[config.mk]
export PLATFORM = sky130hd
export DESIGN_NAME = trajectory_gen
export DESIGN_NICKNAME = d
export VERILOG_FILES = /design/src/rtl/trajectory_gen.sv
export SDC_FILE = /design/constraint.sdc
export NUM_CORES = 1
export LEC_CHECK = 0
export ABC_CLOCK_PERIOD_IN_PS = 5970
export BUFFER_PORTS_ARGS = -buffer_cell sky130_fd_sc_hd__buf_2
export CAP_MARGIN = 25
export CORE_ASPECT_RATIO = 1.25
export CORE_UTILIZATION = 60
export CTS_BUF_LIST = sky130_fd_sc_hd__clkbuf_4 sky130_fd_sc_hd__clkbuf_8
export DETAILED_ROUTE_END_ITERATION = 16
export GPL_ROUTABILITY_DRIVEN = 0
export PLACE_DENSITY = 0.83
export SETUP_SLACK_MARGIN = 0.1
export SLEW_MARGIN = 20
export SYNTH_ARGS = -nofsm -noshare
export SYNTH_HDL_FRONTEND = slang
export SYNTH_SLANG_ARGS = --single-unit
[constraint.sdc]
create_clock -name clk_in -period 5.97 [get_ports clk_in]
set_input_delay 0.2985 -clock clk_in [delete_from_list [all_inputs] [get_ports clk_in]]
set_output_delay 0.2985 -clock clk_in [all_outputs]
set_load 0.005 [all_outputs]
[src/rtl/trajectory_gen.sv]
// Synthesises a ballistic pixel trajectory from a launch point and per-frame velocity,
// emitting one on-screen position per video frame tick under constant downward gravity.
module trajectory_gen #(
   parameter int unsigned H_RES      = 1280,
   parameter int unsigned V_RES      = 720,
   parameter int unsigned FRAC       = 8,
   parameter int unsigned GRAVITY    = 32,
   parameter int unsigned MAX_FRAMES = 1023
) (
   input  logic        clk_in,
   input  logic        rst_n_in,
   input  logic        start_valid_in,
   input  logic [10:0] x0_in,
   input  logic [9:0]  y0_in,
   input  logic [15:0] vx_in,
   input  logic [15:0] vy_in,
   input  logic        is_vy_neg_in,
   input  logic        frame_tick_in,
   input  logic        abort_in,
   output logic [10:0] x_out,
   output logic [9:0]  y_out,
   output logic        pos_valid_out,
   output logic [9:0]  frame_idx_out,
   output logic        active_out,
   output logic        done_out
);

   typedef enum logic [0:0] {StIdle, StRun} state_e;

   localparam logic [11:0] HLim   = 12'(H_RES);
   localparam logic [11:0] VLim   = 12'(V_RES);
   localparam logic [9:0]  MaxCnt = 10'(MAX_FRAMES);
   localparam logic [20:0] Grav   = 21'(GRAVITY);

   state_e             state_q, state_d;
   logic signed [20:0] px_q, px_d, py_q, py_d, vxq_q, vxq_d, vyq_q, vyq_d;
   logic        [9:0]  count_q, count_d;
   logic        [10:0] x_q, x_d;
   logic        [9:0]  y_q, y_d, idx_q, idx_d;
   logic               pos_valid_q, pos_valid_d, done_q, done_d;

   logic        [10:0] vx_sat, vy_sat;
   logic signed [20:0] vy_mag, px_n, py_n;
   logic        [9:0]  count_n;
   logic               launch_on, step_on;

   // Magnitudes above 2047 px/frame clamp rather than wrap.
   assign vx_sat    = (|vx_in[15:11]) ? 11'd2047 : vx_in[10:0];
   assign vy_sat    = (|vy_in[15:11]) ? 11'd2047 : vy_in[10:0];
   assign vy_mag    = {2'b00, vy_sat, 8'h00};
   assign launch_on = ({1'b0, x0_in} < HLim) && ({2'b00, y0_in} < VLim);

   assign px_n    = px_q + vxq_q;
   assign py_n    = py_q + vyq_q;
   assign count_n = count_q + 10'd1;
   // Integer part is the floor; any negative position is off-screen.
   assign step_on = !px_n[20] && (px_n[19:8] < HLim) && !py_n[20] && (py_n[19:8] < VLim);

   always_comb begin
      state_d     = state_q;
      px_d        = px_q;
      py_d        = py_q;
      vxq_d       = vxq_q;
      vyq_d       = vyq_q;
      count_d     = count_q;
      x_d         = x_q;
      y_d         = y_q;
      idx_d       = idx_q;
      pos_valid_d = 1'b0;
      done_d      = 1'b0;
      unique case (state_q)
         StIdle: begin
            if (start_valid_in) begin
               px_d    = {2'b00, x0_in, 8'h00};
               py_d    = {3'b000, y0_in, 8'h00};
               vxq_d   = {2'b00, vx_sat, 8'h00};
               vyq_d   = is_vy_neg_in ? -vy_mag : vy_mag;
               count_d = 10'd0;
               if (launch_on) begin
                  state_d     = StRun;
                  pos_valid_d = 1'b1;
                  x_d         = x0_in;
                  y_d         = y0_in;
                  idx_d       = 10'd0;
               end else begin
                  done_d = 1'b1;
               end
            end
         end
         StRun: begin
            if (abort_in) begin
               state_d = StIdle;
            end else if (frame_tick_in) begin
               px_d    = px_n;
               py_d    = py_n;
               vyq_d   = vyq_q + Grav;
               count_d = count_n;
               if (step_on) begin
                  pos_valid_d = 1'b1;
                  x_d         = px_n[18:8];
                  y_d         = py_n[17:8];
                  idx_d       = count_n;
                  if (count_n == MaxCnt) begin
                     done_d  = 1'b1;
                     state_d = StIdle;
                  end
               end else begin
                  done_d  = 1'b1;
                  state_d = StIdle;
               end
            end
         end
      endcase
   end

   always_ff @(posedge clk_in or negedge rst_n_in) begin
      if (!rst_n_in) begin
         state_q     <= StIdle;
         px_q        <= '0;
         py_q        <= '0;
         vxq_q       <= '0;
         vyq_q       <= '0;
         count_q     <= '0;
         x_q         <= '0;
         y_q         <= '0;
         idx_q       <= '0;
         pos_valid_q <= 1'b0;
         done_q      <= 1'b0;
      end else begin
         state_q     <= state_d;
         px_q        <= px_d;
         py_q        <= py_d;
         vxq_q       <= vxq_d;
         vyq_q       <= vyq_d;
         count_q     <= count_d;
         x_q         <= x_d;
         y_q         <= y_d;
         idx_q       <= idx_d;
         pos_valid_q <= pos_valid_d;
         done_q      <= done_d;
      end
   end

   assign x_out         = x_q;
   assign y_out         = y_q;
   assign frame_idx_out = idx_q;
   assign pos_valid_out = pos_valid_q;
   assign done_out      = done_q;
   assign active_out    = (state_q == StRun);

endmodule

# Word-level counts from Yosys, hierarchy flattened

Cells that the tools add are included.

Input bits: 59
Logic and storage cells: 93
Flip-flop bits (word level): 118
Output and inout bits: 34

$lt $le $gt $ge: 4
Muxes and demuxes: 55
Eq/ne operators: 6
Bitwise logic cells: 1
$add $sub $neg: 5
Reduce and logical (&&, ||, !) cells: 11

Operator list:

| operator                | number |
|---|---|
| $mux W21                | 10 |
| $mux W10                | 13 |
| $pmux W21 S2            | 3 |
| $mux W11                | 7 |
| $pmux W10 S2            | 3 |
| $pmux W11 S2            | 1 |
| $add A21 B20 Y21        | 1 |
| $add A21 B21 Y21        | 1 |
| $add A21 B6 Y21 const B | 1 |
| $neg A19 Y21            | 1 |
| $mux W1                 | 15 |
| $lt A12 B10 Y1 const B  | 1 |
| $lt A12 B11 Y1 const B  | 1 |
| $lt A11 B11 Y1 const B  | 1 |
| $add A10 B1 Y10 const B | 1 |
| $eq A10 B10 Y1 const B  | 1 |
| $lt A10 B10 Y1 const B  | 1 |
| $reduce_or A5 Y1        | 2 |
| $ne A2 B2 Y1 const B    | 4 |
| $pmux W1 S2             | 3 |
| $reduce_and A5 Y1       | 1 |
| $logic_and A1 B1 Y1     | 4 |
| $reduce_and A3 Y1       | 1 |
| $logic_not A1 Y1        | 2 |
| 3 further kinds         | 3 |

# Depth between registers and ports, before layout

Word-level depth: 9
Depth in mapped cells: 12
Gate-level depth less buffers: 10

# Least setup slack after synthesis

No wires, ideal clock.

Path kind: flip-flop to flip-flop
Start point: reg px_q[8]
End point: reg idx_q[3], in the netlist frame_idx_out[3]
Arrival: 2.794 ns
Data required time: 5.842 ns
Cell stages (with the launch flop): 12
Setup slack: 3.049 ns
Clock period less this slack: 2.921 ns
Buffers on the path: 1
Setup time: 0.128 ns
Cell sequence: dfrtp_1 ha_1 fa_1 a211oi_1 o21ai_1 a32o_1 a311o_1 nand4_1 nor4b_2 a31oi_2 buf_6 mux2_1

Cells in the longest elaborated chain, start to end: 7
Elaborated cells between the ends (all ways): 8
Classes of those cells: add/sub: 1; order compare: 1; eq/ne: 1; reduce/logical: 5

Ends and longest elaborated chain:

| element                                            | line | text |
|---|---|---|
| from (decl)                                        | 36   | `logic signed [20:0] px_q, px_d, py_q, py_d, vxq_q, vxq_d, vyq_q, vyq_d;` |
| from (signal assigned)                             | 131  | `px_q <= px_d;` |
| $add A21 B20 Y21 *                                 | 53   | `assign px_n = px_q + vxq_q;` |
| $lt A12 B11 Y1 or $logic_not A1 Y1 (tied branches) | 57   | `assign step_on = !px_n[20] && (px_n[19:8] < HLim) && !py_n[20] && (py_n[19:8] < VLim);` |
| $logic_and A1 B1 Y1 * (3 in a row)                 | 57   |  |
| $ne A2 B1 Y1 (no line) *                           | -    |  |
| $reduce_and A5 Y1 (no line) *                      | -    |  |
| to (signal assigned)                               | 138  | `idx_q <= idx_d;` |
| to (decl)                                          | 39   | `logic [9:0] y_q, y_d, idx_q, idx_d;` |

Mark *: on every way between the ends. The rest lies on a longest branch, timed or not.
A chain may end at the register's enable or synchronous reset.

# Worst setup path after layout

Start point: reg vyq_q[12]
End point: reg y_q[7], in the netlist y_out[7]

Cells in the longest elaborated chain, start to end: 6
Elaborated cells between the ends (all ways): 11
Classes of those cells: add/sub: 1; order compare: 1; eq/ne: 1; mux: 4; reduce/logical: 4

Ends and longest elaborated chain:

| element                                                | line | text |
|---|---|---|
| from (decl)                                            | 36   |  |
| from (signal assigned)                                 | 134  | `vyq_q <= vyq_d;` |
| $add A21 B21 Y21 *                                     | 54   | `assign py_n = py_q + vyq_q;` |
| branches (longest 5 deep; another with $lt A12 B10 Y1) | -    |  |
| to (signal assigned)                                   | 137  | `y_q <= y_d;` |
| to (decl)                                              | 39   |  |

Mark *: on every way between the ends. The select of a mux whose other input is x is not followed.

==> impl_metrics.py <==
metrics = {
    "timing": {
        "rsz0062_at_grt": "false",
        "tns_ns": 0,
        "finalHoldViolations": 0,
        "finalCritPeriodShare_pct": 62.0,
        "setup_violations": 0,
        "finClkSkew_ns": 0.0107,
        "tightest_slew_ns": 1.01,
        "slew_violations": 0,
        "fmax_mhz": 270,
        "slew_headroom_pct": 32.4,
        "final.min_clock_period_ns": 3.70,
    },
    "worst_setup_path": {
        "setup.worst_path.class": "flip-flop to flip-flop",
        "arrival_ns": 4.01,
        "cpMostUsedCell": "o211ai_2",
        "cp_slowest_cell": "a31oi_4",
        "crit_path_end_kind": "flip-flop",
        "path_cells": "ha_1, and3_1, a22o_1, a221oi_2, o211ai_2, nor4_2, o211ai_2, a31oi_4, buf_4, mux2i_1",
        "critPathRequiredTime_ns": 6.28,
        "critPathMaxFanout": 18,
        "r2r_cells": 10,
        "r2r-start": "vyq_q[12]",
        "slowest_delay_ns": 0.56,
        "r2r_setup_slack_ns": 2.27,
        "cp_top_family": "compound AO/OA/AOI/OAI gates",
        "r2r_end": "y_out[7]",
        "crit_buf_inv": 1,
        "cp-start-kind": "flip-flop",
    },
    "final_layout": {
        "fin_cells": 971,
        "fillCellCount": 855,
        "multi_input_area_um2": 3850,
        "regArea_um2": 2600,
        "syn2layout_area_growth_pct": 10.7,
        "n_antenna_cell": 0,
        "mostFrequentLayoutCells": "dfrtp_1 (104), buf_2 (91), nand2_1 (72), nor2_1 (59), a21oi_1 (59)",
        "drive_gt1_share_pct": 16.6,
        "nNetsFinal": 925,
        "final_common_cell": "dfrtp_1",
        "fin_area_um2": 7470,
    },
    "synthesis": {
        "ys_warn_count": 0,
        "synth_cells": 757,
        "synthArstFlopShare_pct": 100,
        "synth_edf_count": 0,
        "yosysSeqAreaShare_pct": 38.6,
        "synth_area_leaders": "dfrtp_1 (39%), mux2i_1 (6.4%), ha_1 (5.7%)",
        "synth_area_um2": 6750,
        "ys_ff_latch": 104,
        "avgSynthCellArea_um2": 8.92,
        "synth_fp_nets": 848,
        "synth.top_cell.area_share_pct": 38.6,
        "synth_area_leader_cell": "dfrtp_1",
        "synth_flop_cell": "dfrtp_1",
        "synth_cell_types": 78,
    },
    "route": {
        "drt-total-wl_um": 17200,
        "detail-route-antenna-nets": 0,
        "routedWlPerCell_um": 17.7,
        "drc": 0,
        "viasPerCell": 6.34,
        "drtIter0Drc": 523,
        "vias": 6156,
        "drt-pass1-iter-count": 5,
    },
    "clock_network": {
        "cts.clk_slew.worst_paths_ns": 0.11,
        "htreeDepth": 3,
        "clockBufferDepth": 2,
        "cts.sink_count": 104,
        "ctsResizeCount": 0,
        "cts_setup_buffers": 0,
        "clk_latency_ns": 0.39,
        "cts_root_buf": "clkbuf_8",
        "cts_hold_buf": 1,
        "cts_tree": "built",
        "numCtsBuffers": 9,
    },
    "worst_hold_path": {
        "hp-class": "primary input to flip-flop",
        "hold_depth": 2,
        "hold_path_end": "vxq_q[15]",
        "hp-start": "vx_in[7]",
    },
    "power": {
        "clkPwrFrac_pct": 16.4,
        "p_switching_w": 0.00112,
        "intPower_w": 0.00151,
        "seq_power_share_pct": 36.4,
        "p_leak_nw": 3.49,
        "vdd_drop_max_mv": 0.190,
        "netSwitchingFraction_pct": 42.5,
        "power_frac_comb_pct": 47.2,
        "powerDensity_nw_per_um2": 351,
    },
    "status": {
        "outcome": "finished, final reports clean",
    },
    "placed_design": {
        "io_buffers": 92,
        "dpl_cell_area_um2": 7280,
        "hpwl_um": 12800,
        "placed_cells": 954,
    },
    "floorplanning": {
        "die_h_um": 121,
        "die_w_um": 96.9,
        "core.rowCount": 42,
        "core_um2": 10800,
        "dieArea_um2": 11700,
        "io_pins": 93,
        "initial_core_util_pct": 62.6,
    },
    "global_routing": {
        "grt_overflow": 0,
        "antenna_found_initial": 0,
        "gr-usage-all-layers_pct": 30.2,
        "grt_pass1_vias": 5909,
        "grt_pass1_wl_um": 28200,
        "grt_max_degree": 75,
    },
    "flow_run": {
        "drv_cap": 0,
    },
}
## flip-flops by register name, summed over array words and instances, names as in the netlist
register / cells
py_q: 20
vyq_q: 16
y_out: 10
count_q: 10
x_out: 11
active_out: 1
px_q: 13
done_out: 1
vxq_q: 11
frame_idx_out: 10
pos_valid_out: 1
## final cells by class
| cell class | instances | share of cell area [%] |
|---|---|---|
| tap | 132 | 2.21 |
| clock inverter | 7 | 0.820 |
| multi-input combinational | 580 | 51.5 |
| timing repair buffer | 100 | 7.03 |
| sequential | 104 | 34.8 |
| inverter | 39 | 1.96 |
| clock buffer | 9 | 1.66 |
## stage by stage
stage | utilization, % | hold slack (ns) | worst slack (ns) | power [W]
after global routing | 69.4 | 0.101 | 2.08 | 0.00278
after CTS | 69.4 | 0.0988 | 2.35 | 0.00260
after floorplan | - | 0.00291 | 3.05 | 0.00183
after detailed placement | 67.6 | 0.261 | 2.39 | 0.00217
final | 69.4 | 0.103 | 2.27 | 0.00262
after global placement | 67.6 | 0.254 | 2.53 | 0.00211
## metal layers
layer	vias to the layer above	track usage [%]	share of wire, %
met4	0	13.2	2.8
li1	2908	-	-
met2	242	51.0	49
met3	41	4.86	5.8
met1	2965	38.5	43
met5	-	0	0
## synthesized netlist by cell type (all sizes together), types with 7 or more instances
cell and number:
dfrtp 104, a211oi 9, o211ai 7, xor2 14, a22oi 7, ha 31
nor2 59, nand3 29, buf 10, or3 8, a21o 13, nor3 18
a21oi 61, nand2 72, and3 9, xnor2 20, clkbuf 24, a31oi 10
o31ai 9, or2 8, o21ai 57, mux2i 43, inv 39, o22a 11
nand4 9
## cell families after synthesis
logic type      Yosys count  share of synthesized area, %
mux                      45                          6.71
flops                   104                          38.6
xor+xnor                 34                          4.41
compound gates          228                          22.3
buf+inv                  73                          4.54
other cells               1                        0.0556
fa+ha+maj                32                          6.04
simple gates            240                          17.4
## power groups by stage
stage | combinational [W] | clock (W) | sequential [W]
floorplan | 0.000886 | 0 | 0.000941
global placement | 0.00116 | 0 | 0.000953
detailed placement | 0.00121 | 0 | 0.000963
CTS | 0.00122 | 0.000435 | 0.000950
global route | 0.00135 | 0.000465 | 0.000969
finish | 0.00124 | 0.000431 | 0.000953
## how the worst max path moves through the flow
stage	start	endpoint	slack [ns]	depth (start not counted)
finish	vyq_q[12]	y_out[7]	2.27	10
global route	vyq_q[13]	y_out[5]	2.08	10
CTS	vyq_q[13]	y_out[5]	2.35	10
detailed placement	vyq_q[13]	y_out[5]	2.39	10
global placement	px_q[8]	y_out[5]	2.53	11
floorplan	px_q[8]	frame_idx_out[3]	3.05	11
## worst reg2reg max path, stage by stage, from the launching register on
cell and delay [ns]:
dfrtp_1 0.43, ha_1 0.45, and3_1 0.34, a22o_1 0.27
a221oi_2 0.22, o211ai_2 0.16, nor4_2 0.33, o211ai_2 0.21
a31oi_4 0.56, buf_4 0.41, mux2i_1 0.25
Power figures use the tool's default switching activity.
